### config.mk
export PLATFORM = sky130hd
export DESIGN_NAME = crc_word_framer_flat
export DESIGN_NICKNAME = d
export VERILOG_FILES = /design/src/rtl/crc_word_framer_if.sv /design/src/rtl/crc_word_framer.sv /design/src/flat_wrapper.sv
export SDC_FILE = /design/constraint.sdc
export NUM_CORES = 1
export LEC_CHECK = 0
export CAP_MARGIN = 20
export CORE_ASPECT_RATIO = 0.5
export CORE_MARGIN = 1.5
export CORE_UTILIZATION = 60
export CTS_CLUSTER_SIZE = 24
export DETAILED_ROUTE_END_ITERATION = 7
export DONT_BUFFER_PORTS = 1
export GPL_ROUTABILITY_DRIVEN = 1
export PLACE_DENSITY = 0.76
export SYNTH_ARGS = -nofsm -noshare
export SYNTH_HDL_FRONTEND = slang
export SYNTH_SLANG_ARGS = --single-unit
### constraint.sdc
create_clock -name clk_in -period 2.5 [get_ports clk_in]
set_clock_uncertainty 0.2 [all_clocks]
set_input_delay 0.375 -clock clk_in [delete_from_list [all_inputs] [get_ports clk_in]]
set_output_delay 0.375 -clock clk_in [all_outputs]
set_load 0.02 [all_outputs]
### src/rtl/crc_word_framer_if.sv
// Handshake bundle between the word framer, its upstream producer, the serial
// CRC engine and the downstream frame consumer.
interface crc_word_framer_if #(
  parameter int WORD_W = 32,
  parameter int CRC_W  = 16
);
  logic [WORD_W-1:0]       word_in;
  logic                    word_valid_in;
  logic                    word_ready_out;
  logic                    crc_start_out;
  logic                    crc_data_out;
  logic                    crc_done_in;
  logic [CRC_W-1:0]        crc_r_in;
  logic [WORD_W+CRC_W-1:0] frame_out;
  logic                    frame_valid_out;
  logic                    frame_ready_in;
  logic                    err_out;

  modport slave (
    input  word_in, word_valid_in, crc_done_in, crc_r_in, frame_ready_in,
    output word_ready_out, crc_start_out, crc_data_out, frame_out,
           frame_valid_out, err_out
  );

  modport master (
    output word_in, word_valid_in, crc_done_in, crc_r_in, frame_ready_in,
    input  word_ready_out, crc_start_out, crc_data_out, frame_out,
           frame_valid_out, err_out
  );
endinterface

### src/rtl/crc_word_framer.sv
// Feeds one word MSB-first into the serial CRC engine, captures the remainder
// and presents {word, crc} downstream; aborts with err_out if done never comes.
//
// state     | meaning
// IDLE      | ready for a new word
// START     | one-cycle start pulse to the engine
// SHIFT     | WORD_W serial bits, MSB first
// WAIT_DONE | waiting for engine done, bounded by TIMEOUT_CYC
// OUTPUT    | frame valid until the consumer accepts it
module crc_word_framer #(
  parameter int WORD_W      = 32,
  parameter int CRC_W       = 16,
  parameter int TIMEOUT_CYC = 8
) (
  input logic              clk_in,
  input logic              rst_in,
  crc_word_framer_if.slave bus
);
  localparam int BIT_CNT_W = (WORD_W > 1) ? $clog2(WORD_W) : 1;
  localparam int TO_CNT_W  = (TIMEOUT_CYC > 1) ? $clog2(TIMEOUT_CYC) : 1;
  localparam logic [BIT_CNT_W-1:0] LAST_BIT = BIT_CNT_W'(WORD_W - 1);
  localparam logic [TO_CNT_W-1:0]  LAST_TO  = TO_CNT_W'(TIMEOUT_CYC - 1);

  typedef enum logic [2:0] {
    S_IDLE,
    S_START,
    S_SHIFT,
    S_WAIT_DONE,
    S_OUTPUT
  } state_t;

  state_t                r_state, w_state_nxt;
  logic [WORD_W-1:0]     r_shift, w_shift_nxt;
  logic [WORD_W-1:0]     r_word_hold, w_word_hold_nxt;
  logic [CRC_W-1:0]      r_crc_hold, w_crc_hold_nxt;
  logic [BIT_CNT_W-1:0]  r_bit_cnt, w_bit_cnt_nxt;
  logic [TO_CNT_W-1:0]   r_to_cnt, w_to_cnt_nxt;
  logic                  r_word_ready, w_word_ready_nxt;
  logic                  r_crc_start, w_crc_start_nxt;
  logic                  r_crc_data, w_crc_data_nxt;
  logic                  r_frame_valid, w_frame_valid_nxt;
  logic                  r_err, w_err_nxt;

  always_ff @(posedge clk_in) begin
    if (rst_in) begin
      r_state       <= S_IDLE;
      r_shift       <= '0;
      r_word_hold   <= '0;
      r_crc_hold    <= '0;
      r_bit_cnt     <= '0;
      r_to_cnt      <= '0;
      r_word_ready  <= 1'b1;
      r_crc_start   <= 1'b0;
      r_crc_data    <= 1'b0;
      r_frame_valid <= 1'b0;
      r_err         <= 1'b0;
    end else begin
      r_state       <= w_state_nxt;
      r_shift       <= w_shift_nxt;
      r_word_hold   <= w_word_hold_nxt;
      r_crc_hold    <= w_crc_hold_nxt;
      r_bit_cnt     <= w_bit_cnt_nxt;
      r_to_cnt      <= w_to_cnt_nxt;
      r_word_ready  <= w_word_ready_nxt;
      r_crc_start   <= w_crc_start_nxt;
      r_crc_data    <= w_crc_data_nxt;
      r_frame_valid <= w_frame_valid_nxt;
      r_err         <= w_err_nxt;
    end
  end

  // Outputs are computed one cycle ahead so every port comes straight from a flop.
  always_comb begin
    w_state_nxt       = r_state;
    w_shift_nxt       = r_shift;
    w_word_hold_nxt   = r_word_hold;
    w_crc_hold_nxt    = r_crc_hold;
    w_bit_cnt_nxt     = r_bit_cnt;
    w_to_cnt_nxt      = r_to_cnt;
    w_word_ready_nxt  = r_word_ready;
    w_frame_valid_nxt = r_frame_valid;
    w_crc_start_nxt   = 1'b0;
    w_crc_data_nxt    = 1'b0;
    w_err_nxt         = 1'b0;

    case (r_state)
      S_IDLE: begin
        if (bus.word_valid_in && r_word_ready) begin
          w_shift_nxt      = bus.word_in;
          w_word_hold_nxt  = bus.word_in;
          w_word_ready_nxt = 1'b0;
          w_crc_start_nxt  = 1'b1;
          w_state_nxt      = S_START;
        end
      end
      S_START: begin
        w_bit_cnt_nxt  = '0;
        w_crc_data_nxt = r_shift[WORD_W-1];
        w_shift_nxt    = {r_shift[WORD_W-2:0], 1'b0};
        w_state_nxt    = S_SHIFT;
      end
      S_SHIFT: begin
        if (r_bit_cnt == LAST_BIT) begin
          w_to_cnt_nxt = '0;
          w_state_nxt  = S_WAIT_DONE;
        end else begin
          w_crc_data_nxt = r_shift[WORD_W-1];
          w_shift_nxt    = {r_shift[WORD_W-2:0], 1'b0};
          w_bit_cnt_nxt  = r_bit_cnt + BIT_CNT_W'(1);
        end
      end
      S_WAIT_DONE: begin
        if (bus.crc_done_in) begin
          w_crc_hold_nxt    = bus.crc_r_in;
          w_frame_valid_nxt = 1'b1;
          w_state_nxt       = S_OUTPUT;
        end else if (r_to_cnt == LAST_TO) begin
          w_to_cnt_nxt     = '0;
          w_err_nxt        = 1'b1;
          w_word_ready_nxt = 1'b1;
          w_state_nxt      = S_IDLE;
        end else begin
          w_to_cnt_nxt = r_to_cnt + TO_CNT_W'(1);
        end
      end
      S_OUTPUT: begin
        if (bus.frame_ready_in) begin
          w_frame_valid_nxt = 1'b0;
          w_word_ready_nxt  = 1'b1;
          w_state_nxt       = S_IDLE;
        end
      end
      default: begin
        w_state_nxt = S_IDLE;
      end
    endcase
  end

  assign bus.word_ready_out  = r_word_ready;
  assign bus.crc_start_out   = r_crc_start;
  assign bus.crc_data_out    = r_crc_data;
  assign bus.frame_valid_out = r_frame_valid;
  assign bus.frame_out       = {r_word_hold, r_crc_hold};
  assign bus.err_out         = r_err;
endmodule

### src/flat_wrapper.sv
// flat-port wrapper written by rule: the top's interface ports become plain ports
module crc_word_framer_flat 
#(
  parameter int WORD_W      = 32,
  parameter int CRC_W       = 16,
  parameter int TIMEOUT_CYC = 8
)
  (clk_in, rst_in, bus_word_in, bus_word_valid_in, bus_crc_done_in, bus_crc_r_in, bus_frame_ready_in, bus_word_ready_out, bus_crc_start_out, bus_crc_data_out, bus_frame_out, bus_frame_valid_out, bus_err_out);
  crc_word_framer_if #(.WORD_W(WORD_W), .CRC_W(CRC_W)) bus_i ();
  input logic clk_in;
  input logic rst_in;
  input wire logic [$bits(bus_i.word_in)-1:0] bus_word_in;
  input wire logic [$bits(bus_i.word_valid_in)-1:0] bus_word_valid_in;
  input wire logic [$bits(bus_i.crc_done_in)-1:0] bus_crc_done_in;
  input wire logic [$bits(bus_i.crc_r_in)-1:0] bus_crc_r_in;
  input wire logic [$bits(bus_i.frame_ready_in)-1:0] bus_frame_ready_in;
  output wire logic [$bits(bus_i.word_ready_out)-1:0] bus_word_ready_out;
  output wire logic [$bits(bus_i.crc_start_out)-1:0] bus_crc_start_out;
  output wire logic [$bits(bus_i.crc_data_out)-1:0] bus_crc_data_out;
  output wire logic [$bits(bus_i.frame_out)-1:0] bus_frame_out;
  output wire logic [$bits(bus_i.frame_valid_out)-1:0] bus_frame_valid_out;
  output wire logic [$bits(bus_i.err_out)-1:0] bus_err_out;
  assign bus_i.word_in = bus_word_in;
  assign bus_i.word_valid_in = bus_word_valid_in;
  assign bus_i.crc_done_in = bus_crc_done_in;
  assign bus_i.crc_r_in = bus_crc_r_in;
  assign bus_i.frame_ready_in = bus_frame_ready_in;
  assign bus_word_ready_out = bus_i.word_ready_out;
  assign bus_crc_start_out = bus_i.crc_start_out;
  assign bus_crc_data_out = bus_i.crc_data_out;
  assign bus_frame_out = bus_i.frame_out;
  assign bus_frame_valid_out = bus_i.frame_valid_out;
  assign bus_err_out = bus_i.err_out;
  crc_word_framer #(.WORD_W(WORD_W), .CRC_W(CRC_W), .TIMEOUT_CYC(TIMEOUT_CYC)) u_core (.clk_in(clk_in), .rst_in(rst_in), .bus(bus_i));
endmodule
==> summary.txt <==
Status
  • Status: finished, violations left
  • Failing checks: negative hold slack

Drt
  • Post-route ant nets: 0
  • Routed WL: approximately 9000 µm
  • Drt drc: 0
  • Via count: approximately 3,400
  • Drt pass-1 iters: 5
  • DR WL/cell: 15.10 µm
  • Via density: ~5.6
  • Iteration-0 DRC Markers: around 210

Setup path
  • CP max stage delay: 0.66 ns
  • Critical path capture point type: flop
  • Reg2Reg Capture Point: u_core.r_crc_hold[15]$_SDFFE_PP0P_
  • Crit-path cells: and3b_1 -> nand2_2 -> nand2_1 -> a21oi_1 -> dlygate4sd3_1
  • Worst reg2reg path startpoint: u_core.r_state[2]$_SDFFE_PP0P_
  • Slowest-stage cell, CP: dfxtp_1
  • CP Launch Type: flop
  • Crit path DAT: about 2.4 ns
  • Origin of the worst setup path: u_core.r_state[2]$_SDFFE_PP0P_
  • R2R Setup Slk: 0.18 ns
  • Crit Path Class: flop to flop
  • R2R cell count: 5
  • Max FO, Critical Path: 18
  • CP required: 2.59 ns

Clock tree
  • Clk slew on worst S/H paths: around 0.060 ns
  • CTS HTree Levels: 3
  • Clock Latency Late Sink: roughly 0.34 ns
  • CTS tree: yes
  • Clock Tree Root: clkbuf_16
  • Clock Sinks: 96
  • TritonCTS buffer count: 9
  • CTS max path bufs: 2

Placed design
  • Place WS: 0.2434 ns
  • IO Port Bufs: 0
  • GP Congestion: around 0.8
  • Post-DP HPWL: between 5000 and 6000 µm
  • Placed cell area: 3831 µm²

Floorplan
  • Initial Utilization: 62.55%
  • Chip width: between 100 and 150 µm
  • Die extent in y: about 60 µm
  • IO Count: about 110
  • Die area: roughly 6900 µm²
  • Core ar.: around 6100 µm²
  • Number of rows in the core area: 20

Yosys
  • Mapped Avg Cell Area: approximately 8 µm²
  • Post-synthesis sequential area ratio: between 50% and 60%
  • Register bit total from synthesis: 96
  • Synth warn: 0
  • Syn nets: between 500 and 600
  • Distinct cells, synth: 37
  • Cells after Synth: 479
  • Cell area after synthesis: between 3000 and 4000 µm²

Global routing
  • Met3 usage: 9.202%
  • Tot GR Track Use: 26.72%
  • Total grt overflow: 0
  • GR met2 Demand/Resource: between 40% and 50%
  • Initial antenna violation count: 0
  • First-pass GRT wire length: approximately 14,000 µm
  • GRT met1 Usage: 29.28%
  • Gr busiest metal: met2
  • Vias in the first global route: roughly 3,200
  • Largest net degree at the start of global routing: between 90 and 100

STA
  • Final Critical Period: around 2.3 ns
  • Hold WS: -0.003098 ns
  • Setup tns final: 0 ns
  • Final hold viol count: 1
  • Slew headroom: 60.38%
  • Slew @ Worst Pin: ~0.59 ns
  • RSZ-0062 raised after global routing: no
  • Count of final max-slew check failures: 0
  • Setup Viol. Count Final: 0
  • Fmax: roughly 430 MHz
  • Final worst setup slack: 0.1798 ns
  • Fin crit share: 92.81%

Final layout
  • Synth-to-Final Area Change: 20.78%
  • NumNets Final: roughly 570
  • Ant. Diodes: 0
  • Share of cells above drive strength 1: 5.479%
  • Final Cell Area: between 4000 and 5000 µm²

Pwr
  • Maximum vdd ir drop: between 600 and 700 µV
  • Leakage Power: between 1.5 and 2 nW
  • PD cells: roughly 1200 nW/µm²

Hold path
  • WHS Path Cells: 2
  • Worst hold path type: primary input to flop
  • Hold path start: bus_word_in[12]
  • Hold Path Sink: u_core.r_shift[12]$_SDFFE_PP0P_

Flow run
  • Max capacitance violation total: 0
==> registers in the layout, indices dropped and copies added (netlist names) <==
register	count
u_core.r_state	3
u_core.bus.word_ready_out	1
u_core.bus.frame_valid_out	1
u_core.r_crc_hold	16
u_core.bus.err_out	1
u_core.r_word_hold	32
u_core.r_shift	32
u_core.bus.crc_start_out	1
u_core.bus.crc_data_out	1
u_core.r_to_cnt	3
u_core.r_bit_cnt	5
==> Yosys cell counts <==
| master | number | area (µm²) |
|---|---|---|
| nor3_1 | 4 | 20.02 |
| inv_1 | 3 | 11.26 |
| a211o_1 | 1 | 8.760 |
| nand2b_1 | 2 | 12.51 |
| nor2b_1 | 1 | 6.260 |
| mux2i_1 | 1 | 10.01 |
| a311oi_1 | 31 | 271.5 |
| nor4_1 | 1 | 6.260 |
| o21ai_0 | 3 | 15.01 |
| buf_2 | 13 | 65.06 |
| nand3b_1 | 1 | 7.510 |
| dfxtp_1 | 96 | 1922 |
| o211ai_1 | 2 | 15.01 |
| nor3b_1 | 1 | 7.510 |
| nand3_1 | 2 | 10.01 |
| and2_1 | 2 | 12.51 |
| clkbuf_1 | 20 | 75.07 |
| a22oi_1 | 4 | 30.03 |
| o31ai_1 | 2 | 15.01 |
| xor2_1 | 2 | 17.52 |
| buf_6 | 3 | 33.78 |
| ha_1 | 5 | 62.56 |
| or2_2 | 2 | 12.51 |
| nand2b_4 | 1 | 13.76 |
| or3_1 | 1 | 6.260 |
| o2111a_1 | 1 | 11.26 |
| or4bb_1 | 1 | 11.26 |
| a21oi_1 | 54 | 270.3 |
| o2111ai_1 | 1 | 8.760 |
| clkbuf_2 | 1 | 5.000 |
| nand2_1 | 163 | 611.8 |
| xnor2_1 | 1 | 8.760 |
| and3b_1 | 1 | 8.760 |
| and3_1 | 4 | 25.02 |
| o32ai_4 | 1 | 27.53 |
| nor2_1 | 46 | 172.7 |
| o22ai_1 | 1 | 6.260 |
==> layer usage <==
metal  part of all wire (%)  wire, µm
met1                     42      3814
met5                      0         0
met3                    7.2       652
met4                    1.1        98
met2                     50      4477
==> worst max-delay path, delay by kind of cell (launching register included) <==
| family | cells | cell delay (ns) |
|---|---|---|
| AO/OA/AOI/OAI | 1 | 0.15 |
| AND/OR/NAND/NOR | 3 | 0.71 |
| flip-flops | 1 | 0.66 |
| buffers and inverters | 1 | 0.55 |
==> worst max-delay path by stage <==
stage | cells after the start | endpoint
6_report | 5 | u_core.r_crc_hold[15]$_SDFFE_PP0P_
5_1_grt | 5 | u_core.r_crc_hold[15]$_SDFFE_PP0P_
4_1_cts | 5 | u_core.r_crc_hold[15]$_SDFFE_PP0P_
3_5_place_dp | 7 | u_core.r_shift[31]$_SDFFE_PP0P_
3_3_place_gp | 7 | u_core.r_shift[14]$_SDFFE_PP0P_
2_1_floorplan | 6 | u_core.r_shift[10]$_SDFFE_PP0P_
==> power by group <==
group | leakage (nW) | total, mW | internal [mW] | switching [mW]
clock network | 0.146 | 1.36 | 0.826 | 0.539
registers | 0.786 | 2.34 | 1.95 | 0.392
logic | 0.815 | 1.67 | 0.615 | 1.06
total | 1.75 | 5.38 | 3.39 | 1.99
==> logic make-up (layout without fill, tap and decap cells) <==
kind of cell	Yosys count	in the layout	share of synthesized area, %
flops	96	96	50.11
simple gates	233	233	24.63
mux	1	1	0.2610
compound gates	101	101	17.72
xor+xnor	3	3	0.6853
buf+inv	40	72	4.959
fa+ha+maj	5	5	1.631
==> layout make-up <==
cell class                 instances  area (µm²)
multi-input combinational        343        1734
clock buffer                      13       260.3
clock inverter                     2       38.79
timing repair buffer              54       555.5
fill                             422        1499
inverter                           3       11.26
sequential                        96        1922
tap                               88       110.1
==> placed cells by master, fill, tap and decap left out, drive strengths merged, types with 3 or more instances in the layout <==
master / Yosys / final
a21oi: 54 / 54
a22oi: 4 / 4
a311oi: 31 / 31
and3: 4 / 4
buf: 16 / 7
clkbuf: 21 / 13
dfxtp: 96 / 96
dlygate4sd3: 0 / 47
ha: 5 / 5
inv: 3 / 3
nand2: 163 / 163
nand2b: 3 / 3
nor2: 46 / 46
nor3: 4 / 4
o21ai: 3 / 3
==> through the flow <==
step / total power [mW] / util [%] / cells
3_3_place_gp: 3.828 / 62.49 / 536
5_1_grt: 5.701 / 75.55 / 599
3_5_place_dp: 3.927 / 62.49 / 536
6_report: 5.376 / 75.55 / 599
4_1_cts: 5.381 / 75.49 / 599
2_1_floorplan: 3.678 / - / 479
==> what timing repair did <==
item	CTS	global route
hold endpoints to repair	90	0
resized for setup	0	2
setup buffers	0	0
hold buffers	48	0
setup endpoints to repair	0	1
Power figures use the tool's default switching activity.
